[src/rtl/sr_drv_pkg.sv]
// Shared definitions for the SR latch driver: FSM state encoding, default
// phase timings and the latch readback comparison.
package sr_drv_pkg;

    typedef enum logic [2:0] {
        ST_IDLE  = 3'd0,
        ST_SETUP = 3'd1,
        ST_PULSE = 3'd2,
        ST_HOLD  = 3'd3,
        ST_CHECK = 3'd4,
        ST_RESP  = 3'd5
    } sr_state_t;

    localparam int DEF_SETUP_CYC = 1;
    localparam int DEF_PULSE_CYC = 2;
    localparam int DEF_HOLD_CYC  = 1;
    localparam int DEF_CNT_W     = 4;

    // A healthy latch shows Q == target and Qn == ~target.
    function automatic logic fb_mismatch(input logic target, input logic q, input logic qn);
        return ~((q == target) && (qn == ~target));
    endfunction

endpackage

[src/rtl/sr_phase_cnt.sv]
// Loadable down-counter timing each driver phase; zero marks the last
// cycle of the phase.
module sr_phase_cnt #(
    parameter int CNT_W = 4
) (
    input  logic             clk,
    input  logic             rst_n,
    input  logic             load,
    input  logic [CNT_W-1:0] load_val,
    input  logic             dec,
    output logic [CNT_W-1:0] count,
    output logic             zero
);

    logic [CNT_W-1:0] cnt_r;

    assign count = cnt_r;
    assign zero  = (cnt_r == {CNT_W{1'b0}});

    // Phase counter register: load wins over decrement, saturates at zero.
    always_ff @(posedge clk or negedge rst_n) begin
        if (!rst_n) begin
            cnt_r <= {CNT_W{1'b0}};
        end else if (load) begin
            cnt_r <= load_val;
        end else if (dec && !zero) begin
            cnt_r <= cnt_r - {{(CNT_W-1){1'b0}}, 1'b1};
        end else begin
            cnt_r <= cnt_r;
        end
    end

endmodule

[src/rtl/sr_latch_driver.sv]
// Drives an external SR latch with a setup / enable-pulse / hold sequence,
// then checks the Q/Qn readback and reports completion.
module sr_latch_driver
    import sr_drv_pkg::*;
#(
    parameter int SETUP_CYC = DEF_SETUP_CYC,
    parameter int PULSE_CYC = DEF_PULSE_CYC,
    parameter int HOLD_CYC  = DEF_HOLD_CYC,
    parameter int CNT_W     = DEF_CNT_W
) (
    input  logic clk,
    input  logic rst_n,
    input  logic req_valid,
    output logic req_ready,
    input  logic req_val,
    output logic enable,
    output logic S,
    output logic R,
    input  logic q_fb,
    input  logic qn_fb,
    output logic busy,
    output logic done,
    output logic err
);

    generate
        if (SETUP_CYC < 1 || SETUP_CYC >= (1 << CNT_W) ||
            PULSE_CYC < 1 || PULSE_CYC >= (1 << CNT_W) ||
            HOLD_CYC  < 1 || HOLD_CYC  >= (1 << CNT_W)) begin : g_bad_param
            $error("sr_latch_driver: phase lengths must be in [1, 2**CNT_W-1]");
        end
    endgenerate

    localparam logic [CNT_W-1:0] SETUP_LD = CNT_W'(SETUP_CYC - 1);
    localparam logic [CNT_W-1:0] PULSE_LD = CNT_W'(PULSE_CYC - 1);
    localparam logic [CNT_W-1:0] HOLD_LD  = CNT_W'(HOLD_CYC - 1);

    sr_state_t        state_r, state_nx;
    logic             target_r, target_nx_s;
    logic             err_r;
    logic             ready_r, enable_r, s_r, r_r, busy_r, done_r;
    logic             accept_s, drive_s;
    logic             load_s, dec_s, zero_s;
    logic [CNT_W-1:0] load_val_s;
    logic [CNT_W-1:0] count_s;

    sr_phase_cnt #(.CNT_W(CNT_W)) u_phase_cnt (
        .clk      (clk),
        .rst_n    (rst_n),
        .load     (load_s),
        .load_val (load_val_s),
        .dec      (dec_s),
        .count    (count_s),
        .zero     (zero_s)
    );

    assign accept_s  = req_valid && ready_r;
    assign req_ready = ready_r;
    assign enable    = enable_r;
    assign S         = s_r;
    assign R         = r_r;
    assign busy      = busy_r;
    assign done      = done_r;
    assign err       = done_r & err_r;

    // Next-state, counter control and next-output decode.
    always_comb begin
        state_nx    = state_r;
        load_s      = 1'b0;
        load_val_s  = {CNT_W{1'b0}};
        dec_s       = 1'b0;
        target_nx_s = accept_s ? req_val : target_r;
        case (state_r)
            ST_IDLE: begin
                if (accept_s) begin
                    state_nx   = ST_SETUP;
                    load_s     = 1'b1;
                    load_val_s = SETUP_LD;
                end else begin
                    state_nx = ST_IDLE;
                end
            end
            ST_SETUP: begin
                if (zero_s) begin
                    state_nx   = ST_PULSE;
                    load_s     = 1'b1;
                    load_val_s = PULSE_LD;
                end else begin
                    dec_s = 1'b1;
                end
            end
            ST_PULSE: begin
                if (zero_s) begin
                    state_nx   = ST_HOLD;
                    load_s     = 1'b1;
                    load_val_s = HOLD_LD;
                end else begin
                    dec_s = 1'b1;
                end
            end
            ST_HOLD: begin
                if (zero_s) begin
                    state_nx = ST_CHECK;
                end else begin
                    dec_s = 1'b1;
                end
            end
            ST_CHECK: state_nx = ST_RESP;
            ST_RESP:  state_nx = ST_IDLE;
            default:  state_nx = ST_IDLE;
        endcase
        drive_s = (state_nx == ST_SETUP) || (state_nx == ST_PULSE) || (state_nx == ST_HOLD);
    end

    // FSM state and registered outputs; S and R are complementary or both low.
    always_ff @(posedge clk or negedge rst_n) begin
        if (!rst_n) begin
            state_r  <= ST_IDLE;
            target_r <= 1'b0;
            err_r    <= 1'b0;
            ready_r  <= 1'b0;
            enable_r <= 1'b0;
            s_r      <= 1'b0;
            r_r      <= 1'b0;
            busy_r   <= 1'b0;
            done_r   <= 1'b0;
        end else begin
            state_r  <= state_nx;
            target_r <= target_nx_s;
            if (state_r == ST_CHECK) begin
                err_r <= fb_mismatch(target_r, q_fb, qn_fb);
            end else begin
                err_r <= err_r;
            end
            ready_r  <= (state_nx == ST_IDLE);
            enable_r <= (state_nx == ST_PULSE);
            s_r      <= drive_s & target_nx_s;
            r_r      <= drive_s & ~target_nx_s;
            busy_r   <= (state_nx != ST_IDLE);
            done_r   <= (state_nx == ST_RESP);
        end
    end

endmodule

[config.mk]
export PLATFORM = sky130hd
export DESIGN_NAME = sr_latch_driver
export DESIGN_NICKNAME = d
export VERILOG_FILES = /design/src/rtl/sr_drv_pkg.sv /design/src/rtl/sr_phase_cnt.sv /design/src/rtl/sr_latch_driver.sv
export SDC_FILE = /design/constraint.sdc
export NUM_CORES = 1
export LEC_CHECK = 0
export BUFFER_PORTS_ARGS = -buffer_cell sky130_fd_sc_hd__buf_2
export CAP_MARGIN = 20
export CORE_MARGIN = 5
export CORE_UTILIZATION = 30
export DETAILED_ROUTE_END_ITERATION = 7
export PLACE_DENSITY = 0.58
export REMOVE_ABC_BUFFERS = 1
export SYNTH_ARGS = -nofsm -noshare
export SYNTH_HDL_FRONTEND = slang
export SYNTH_SLANG_ARGS = --single-unit
[constraint.sdc]
create_clock -name clk -period 2.3 [get_ports clk]
set_input_delay 0.115 -clock clk [delete_from_list [all_inputs] [get_ports clk]]
set_output_delay 0.115 -clock clk [all_outputs]
set_load 0.05 [all_outputs]
* Yosys cells after proc, flatten, opt, wreduce, memory -nomap -nowiden
Cells that the tools add are included.
Storage, ports and cells: flip-flop bits (word level) 15, output and inout bits 7, word-level logic and storage cells 55
Operators by class: add/sub/neg operators 1, equality and inequality tests 10, mux-type cells 15, bitwise logic cells 6, reductions and logical operators 13
Operator list (count):
- 3-bit case mux with 5 select lines | 1
- 3-bit by 2-bit == test with 1-bit output, second input constant | 4
- 3-bit 2-to-1 mux | 3
- 1-bit 2-to-1 mux | 8
- 4-bit 2-to-1 mux | 2
- 3-bit by 1-bit == test with 1-bit output, second input constant | 2
- 3-bit == test, second input constant | 2
- 3-bit zero test | 2
- 4-bit zero test | 1
- 4-bit by 1-bit subtractor with 4-bit output, second input constant | 1
- 1-bit bitwise AND | 3
- 1-bit logical AND | 3
- 1-bit NOT | 3
- 3-bit nonzero test | 1
- 3-bit OR reduction | 1
- 1-bit == test | 2
- 1-bit logical OR | 2
- 1-bit case mux with 2 select lines | 1
- 2-bit nonzero test | 1
- 2-bit OR reduction | 1
- 1-bit zero test | 1

* Longest topological paths before layout
Gate-level depths: netlist (run 1).
word-level depth 7, gate-level depth with buffers 6, mapped depth without buffers 5

* Cells and area by module
A second synthesis (run 1) with hierarchy kept.
Second synthesis, totals: cells, all modules 80, area, all modules 793.3 um2
Modules (own cells, without submodules):
- sr_latch_driver | times used 1, cells each 53, area an instance 523.0 um2
- sr_phase_cnt | times used 1, cells each 27, area an instance 270.3 um2

* Worst setup path before layout (run 1)
No wires, ideal clock.
kind register to register, start register u_phase_cnt.cnt_r[0], in the netlist u_phase_cnt.count[0], end register u_phase_cnt.cnt_r[3], in the netlist u_phase_cnt.count[3], setup time 0.087 ns, data arrival time 1.438 ns, path slack 0.776 ns, stages on the path, launching flop included 6, path buffers 0, clock period less this slack 1.524 ns, cells stage by stage dfrtp_1 > inv_1 > ha_1 > nor3b_1 > or4_1 > a211oi_2
On the way: word-level cells in the longest chain between the ends 5
RTL lines:
- start, declared | RTL line sr_phase_cnt.sv:15 | logic [CNT_W-1:0] cnt_r;
- start signal, assigned | RTL line sr_phase_cnt.sv:23 | cnt_r <= {CNT_W{1'b0}};
- start signal, assigned | RTL line sr_phase_cnt.sv:25 | cnt_r <= load_val;
- start signal, assigned | RTL line sr_phase_cnt.sv:27 | cnt_r <= cnt_r - {{(CNT_W-1){1'b0}}, 1'b1};
- branches (longest 5 deep; another with 4-bit by 1-bit subtractor with 4-bit output)
Several ways; the timed one is not identified. The select of a mux whose other input is x is not followed. A chain may end at the register's enable or synchronous reset.

* Final worst setup path (run 1)
Ends and elaborated chain as after synthesis.

==> metrics.txt, run 1 <==
most common cell in the synthesized netlist dfrtp_1; Sequential cell area around 380 um2; fin worst setup slack just under 0.5 ns; core area ~2500 um2; global route total overflow 0; synthesized cell area roughly 800 um2; Sw Pwr about 0.62 mW; R2R Setup Slk between 0.4 and 0.5 ns; final hold violation count 0; Place WS between 0.5 and 0.6 ns; CTS sink cnt 15; largest net degree at the start of global routing 16; fin util 36.3%; Final min period between 1.5 and 2 ns; # fillers 270; Routed Antenna Nets 0; initial core utilization between 30% and 40%; Hold Crit Depth 3; synthesized area per cell approximately 9.8 um2; die area about 3700 um2; vias per cell about 5.0; most frequent cells after synthesis dfrtp_1 (15), nand2_1 (9), a21oi_1 (8); count of pins over their slew limit 0; Final HPWL DP around 1.1 mm; combinational share of power between 50% and 60%; area of the multi-input gates 363 um2; number of detailed-route iterations in the first pass 5; Worst Setup End Kind register; Post-Route WL approximately 1.5 mm; # IOs 13; GR Util met3 around 3.0%; EDFF count, synth 0; sequential share of power between 30% and 40%; sequential area share after synthesis roughly half; met1 Use GR approximately an eighth; critical path peak fanout 11; Worst VDD drop 0.788 mV; r2r endpoint u_phase_cnt.count[3]$_DFFE_PN0P_; crit-path max cell delay ~0.52 ns; Mapped Cells between 70 and 80; Startpoint Class register; clk_skew ~0.0043 ns; clock root cell clkbuf_4; RSZ-0062 raised after global routing false; Final period util about 78%; Worst-path clk slew 0.09 ns; setup TNS 0 ns; Yosys cell types 34; hold path start req_val; Final Cell Area roughly 900 um2; Leakage around 0.42 nW; GP Congestion about 0.77; CTS Buf Count 3; fmax 554 MHz; clock share of power ~11%; area share of the largest cell type after synthesis around half; final setup violation count 0; Setup Buffers After CTS 0; gr usage total under 10%; hold endpoint R$_DFF_PN0_; Hold Crit Class in -> reg; layout cell share with drive strength beyond 1 26.6%; PwrDens approximately 1500 nW/um2; CP max stage cell or4_1; Seq cells post-synth 15; largest cells by area after synthesis dfrtp_1 (48%), a21oi_1 (5.2%), nand2_1 (4.3%); initial antenna violation count 0; Die W a little over 60 um; Slew @ Worst Pin 0.541 ns; post-synth top area cell dfrtp_1; Synth warnings 0; layout overhead on the synthesized area 15.6%; global-route wire length before repair ~2.6 mm; initial DRC count 5; worst endpoint required time around 2.5 ns; vias post-DR between 600 and 700; met2 Use GR between 10% and 20%; ant diodes 0; nets between 100 and 150; H-tree depth 1; Clk Latency, worst-skew pair approximately 0.28 ns; CP Class reg -> reg; Max Cap Viol 0; top_reg_cell synth dfrtp_1; Clock Path Buffers 2; Die Y about 61 um; vias in the first global route between 500 and 600; dpl cell area between 800 and 900 um2; Async S/R FF share, synth between 90% and 100%; CTS tree built; Rows 18; CP arrival 2.01 ns; outcome finished clean; crit-path cells inv_1, ha_1, nor3b_1, buf_4, or4_1, a211oi_2; WL/cell around 12 um; R2R depth 6; drc violations 0; grt peak-use layer met2; Worst slew margin a little under two thirds; port bufs 12; Sw Ratio between 40% and 50%; Internal around 0.73 mW; R2R Path Start u_phase_cnt.count[0]$_DFFE_PN0P_
==> metrics by stage <==
| stage | std cells | power [mW] | hold WS, ns |
|---|---|---|---|
| finish | 124 | 1.36 | 0.0986 |
| global placement | 119 | 1.19 | 0.0402 |
| floorplan | 76 | 1.03 | -0.181 |
| detailed placement | 119 | 1.21 | 0.0434 |
| CTS | 124 | 1.37 | 0.0896 |
| global route | 124 | 1.47 | 0.101 |
==> cells in the final DEF (no fill, tap or decap), types with 2 or more instances in the layout <==
master and count:
o21ai_0 4, buf_2 12, inv_1 5, nand2_1 9, or3_1 3, or2_2 2, a21oi_1 8, dfrtp_1 15
nand3b_1 2, and2b_2 2, and2_1 2, nand3_1 2, o22ai_1 2, clkbuf_4 3, nor2_1 2
==> worst max-delay path: cells and delay by family (launching register included) <==
kind / cells / cell delay, ns
compound gates: 1 / 0.22
fa+ha+maj: 1 / 0.22
buf+inv: 2 / 0.24
flops: 1 / 0.39
simple gates: 2 / 0.67
==> worst max path at each step <==
stage | from | endpoint | slack [ns] | cells after the start
after global routing | u_phase_cnt.count[0]$_DFFE_PN0P_ | u_phase_cnt.count[3]$_DFFE_PN0P_ | 0.43 | 6
after global placement | u_phase_cnt.count[0]$_DFFE_PN0P_ | u_phase_cnt.count[3]$_DFFE_PN0P_ | 0.58 | 6
final | u_phase_cnt.count[0]$_DFFE_PN0P_ | u_phase_cnt.count[3]$_DFFE_PN0P_ | 0.50 | 6
after CTS | u_phase_cnt.count[0]$_DFFE_PN0P_ | u_phase_cnt.count[3]$_DFFE_PN0P_ | 0.49 | 6
after floorplan | u_phase_cnt.count[0]$_DFFE_PN0P_ | u_phase_cnt.count[1]$_DFFE_PN0P_ | 0.55 | 5
after detailed placement | u_phase_cnt.count[0]$_DFFE_PN0P_ | u_phase_cnt.count[3]$_DFFE_PN0P_ | 0.51 | 6
==> area by class of cell <==
class,count,share of cell area [%]
flip-flops and latches,15,41.8
clock buffers,4,2.92
multi-input cells,56,40.4
repair buffers,14,8.64
inverters,5,2.09
well taps,30,4.18
==> sequential cells by signal, indices dropped and copies added (netlist names) <==
signal,count
target_r,1
enable,1
err_r,1
done,1
state_r,3
busy,1
u_phase_cnt.count,4
req_ready,1
S,1
R,1
==> metal layers <==
metal,wire (um),vias up
met5,0,-
met1,685,295
met2,778,6
met4,24,0
met3,51,4
li1,-,311
==> power groups by stage <==
stage | clock (mW) | combinational [mW] | sequential, mW
3_3_place_gp | 0 | 0.708 | 0.483
4_1_cts | 0.157 | 0.730 | 0.483
6_report | 0.151 | 0.720 | 0.484
5_1_grt | 0.172 | 0.792 | 0.506
3_5_place_dp | 0 | 0.726 | 0.487
2_1_floorplan | 0 | 0.426 | 0.605
==> kinds of logic (layout without fill, tap and decap cells) <==
logic type / Yosys count / count (layout) / synth area share (%)
simple gates: 31 / 31 / 24.2
flops: 15 / 15 / 48.3
fa+ha+maj: 1 / 1 / 1.61
mux: 2 / 2 / 2.74
compound gates: 22 / 22 / 18.2
buf+inv: 8 / 23 / 4.99
==> what timing repair did <==
item                       CTS  global route
setup endpoints to repair    0             0
hold buffers                 1             0
hold endpoints to repair    15             0
gates resized for setup      0             0
No activity file was read; power rests on OpenSTA's default activity.
==> inputs of run 2 (changes only) <==
--- a/config.mk
+++ b/config.mk
@@ -5,6 +5,7 @@
 export SDC_FILE = /design/constraint.sdc
 export NUM_CORES = 1
 export LEC_CHECK = 0
+export ABC_AREA = 1
 export BUFFER_PORTS_ARGS = -buffer_cell sky130_fd_sc_hd__buf_2
 export CAP_MARGIN = 20
 export CORE_MARGIN = 5
==> constraint.sdc (replaced) <==
create_clock -name clk -period 1.7 [get_ports clk]
set_input_delay 0.085 -clock clk [delete_from_list [all_inputs] [get_ports clk]]
set_output_delay 0.085 -clock clk [all_outputs]
set_load 0.05 [all_outputs]
==> metrics.txt, run 2 <==
Die Y 59.6 um (-2.1%); Routed Antenna Nets 0 (unchanged); Hold Slack 0.0919 ns (-0.00671 ns); area share of the largest cell type after synthesis 50.8% (+2.5 points); global route total overflow 0 (unchanged); port bufs 12 (unchanged); Critical Path Start u_phase_cnt.count[0]$_DFFE_PN0P_; max FFs per register 4 (unchanged); initial core utilization 30.6% (-0.73 points); worst endpoint required time 1.90 ns (-0.61 ns); post-synth top area cell dfrtp_1; Post-Route WL 1.34 mm (-13%); Die W 59.6 um (-2.1%); clock root cell clkbuf_4; final hold violation count 0 (unchanged); post-CTS sizing 0 (unchanged); Clock Path Buffers 2 (unchanged); initial DRC count 4 (-1); layout overhead on the synthesized area 18.1%; GP Congestion 0.810 (+5.4%); Synth warnings 0 (unchanged); largest cells by area after synthesis dfrtp_1 (51%), nand2_1 (15%), inv_1 (7.6%); Final Cell Area 872 um2 (-2.9%); layout cell share with drive strength beyond 1 21.6% (-5.0 points); setup TNS 0 ns (unchanged); Leakage 0.516 nW (+23%); Final Non-Filler Cells 141 (+14%); CTS tree built; CTS sink cnt 15 (unchanged); Worst-path clk slew 0.08 ns (about the same); global-route wire length before repair 2.53 mm (-2.9%); fin util 36.2% (-0.074 points); CP dominant cell by count nand2_1; Final period util 82.0% (+3.6 points); Rows 18 (unchanged); clk_skew 0.00934 ns (+0.00499 ns); crit-path cells inv_1, ha_1, nand2_1, nor2_4, nand2_1, nand2_1, nor2_1, a21oi_1; crit-path max cell delay 0.40 ns (-0.12 ns); EDFF count, synth 0 (unchanged); R2R Path Start u_phase_cnt.count[0]$_DFFE_PN0P_; final setup violation count 0 (unchanged); Worst Setup End Kind register; synthesized cell area 738 um2 (-5.0%); dpl cells 136 (+14%); CP max stage cell dfrtp_1; Final HPWL DP 1.06 mm (-6.1%); core area 2410 um2 (-2.7%); critical path peak fanout 4 (-7); dpl cell area 836 um2 (-3.0%); Worst slew margin 78.4% (+15 points); RSZ-0062 raised after global routing false; gr usage total 9.63% (-0.085 points); Startpoint Class register; commonest non-fill, non-tap cells in the layout nand2_1 (29), dfrtp_1 (15), inv_1 (15); count of pins over their slew limit 0 (unchanged); largest net degree at the start of global routing 16 (unchanged); drc violations 0 (unchanged); Slew @ Worst Pin 0.324 ns (-0.217 ns); # IOs 13 (unchanged); most common cell in the synthesized netlist nand2_1; sequential area share after synthesis 50.8% (+2.5 points); CP arrival 1.60 ns (-0.41 ns); CP Class reg -> reg; CTS Buf Count 3 (unchanged); Hold Crit Class in -> reg; synthesized area per cell 7.85 um2 (-20%); most frequent cells after synthesis nand2_1 (29), dfrtp_1 (15), inv_1 (15); Final min period 1.39 ns (-0.410 ns); Tot Pwr 1.83 mW (+35%); fin worst setup slack 0.306 ns (-0.190 ns); Clk Latency, worst-skew pair 0.28 ns (about the same); top_reg_cell synth dfrtp_1; H-tree depth 1 (unchanged); PwrDens 2100 nW/um2 (+39%); vias post-DR 616 (unchanged); die area 3550 um2 (-4.2%); Yosys cell types 16 (-53%); ant diodes 0 (unchanged); Mapped Cells 94 (+19%); initial antenna violation count 0 (unchanged); Max Cap Viol 0 (unchanged); vias in the first global route 611 (+7.6%); nets 119 (+17%); Async S/R FF share, synth 100% (unchanged); vias per cell 4.37 (-12%); most common cell after layout, fill and taps aside nand2_1; Seq cells post-synth 15 (unchanged); number of detailed-route iterations in the first pass 4 (-1); fmax 717 MHz (+29%); WL/cell 9.52 um (-23%); hold path start req_val; outcome finished clean; Worst VDD drop 1.10 mV (+39%); Place WS 0.326 ns (-0.184 ns)
[run 2: cell count changes in the layout (fill, tap and decap cells not counted), sizes merged, moves of 2 or more]
| cell | before | now |
|---|---|---|
| or3 | 3 | 0 |
| nand2 | 9 | 29 |
| and2 | 2 | 0 |
| nor2 | 2 | 11 |
| a211oi | 2 | 0 |
| a21oi | 8 | 2 |
| and2b | 2 | 0 |
| or2 | 2 | 0 |
| inv | 5 | 18 |
| nor3 | 0 | 2 |
| nand3 | 2 | 9 |
[run 2: area by class of cell]
type / instances / area [um2]
Timing Repair Buffer: 13 / 70.1
Fill cell: 248 / 1540
Clock buffer: 4 / 26.3
Inverter: 18 / 67.6
Sequential cell: 15 / 375
Multi-Input combinational cell: 61 / 295
Tap cell: 30 / 37.5
[run 2: metal layers]
layer | wire length (um) | GRT usage (%) | up-vias
met4 | 22 | 5.38 | 0
met1 | 585 | 11.7 | 280
met5 | 0 | 0 | -
met2 | 678 | 15.0 | 8
met3 | 56 | 3.05 | 4
li1 | - | - | 324
[run 2: cells by family (layout without fill, tap and decap cells)]
family	count (synthesis)	in the layout	share of synthesized area, %
flip-flops	15	15	50.8
AO/OA/AOI/OAI	6	6	4.24
AND/OR/NAND/NOR	54	54	34.1
adder cells (fa/ha/maj)	1	1	1.69
buffers and inverters	18	35	9.15
[run 2: what timing repair did]
action | 4_1_cts | 5_1_grt
endpoints found under the hold margin | 15 | 0
setup buffers | 0 | 0
hold buffers | 1 | 0
endpoints found under the setup margin | 0 | 0
[run 2: report_power, final]
| part | switching (mW) | internal, mW | total (mW) |
|---|---|---|---|
| Clock | 0.114 | 0.0911 | 0.205 |
| Sequential | 0.0973 | 0.515 | 0.612 |
| Combinational | 0.697 | 0.314 | 1.01 |
[run 2: worst max-delay path, delay by kind of cell, from the launching register on]
| kind | cells | cell delay (ns) |
|---|---|---|
| simple gates | 5 | 0.50 |
| fa+ha+maj | 1 | 0.21 |
| buf+inv | 1 | 0.08 |
| flops | 1 | 0.40 |
| compound gates | 1 | 0.13 |
[run 2: worst paths after layout]
check                                              endpoint  cells past startpoint  slack, ns
setup / recovery           u_phase_cnt.count[0]$_DFFE_PN0P_                      8       0.31
hold / removal                           target_r$_DFF_PN0_                      3       0.09
setup reg to reg           u_phase_cnt.count[0]$_DFFE_PN0P_                      8       0.31
hold reg to reg                           err_r$_DFFE_PN0P_                      2       0.51
max in group asynchronous  u_phase_cnt.count[0]$_DFFE_PN0P_                      2       1.22
min in group asynchronous               req_ready$_DFF_PN0_                      2       0.23
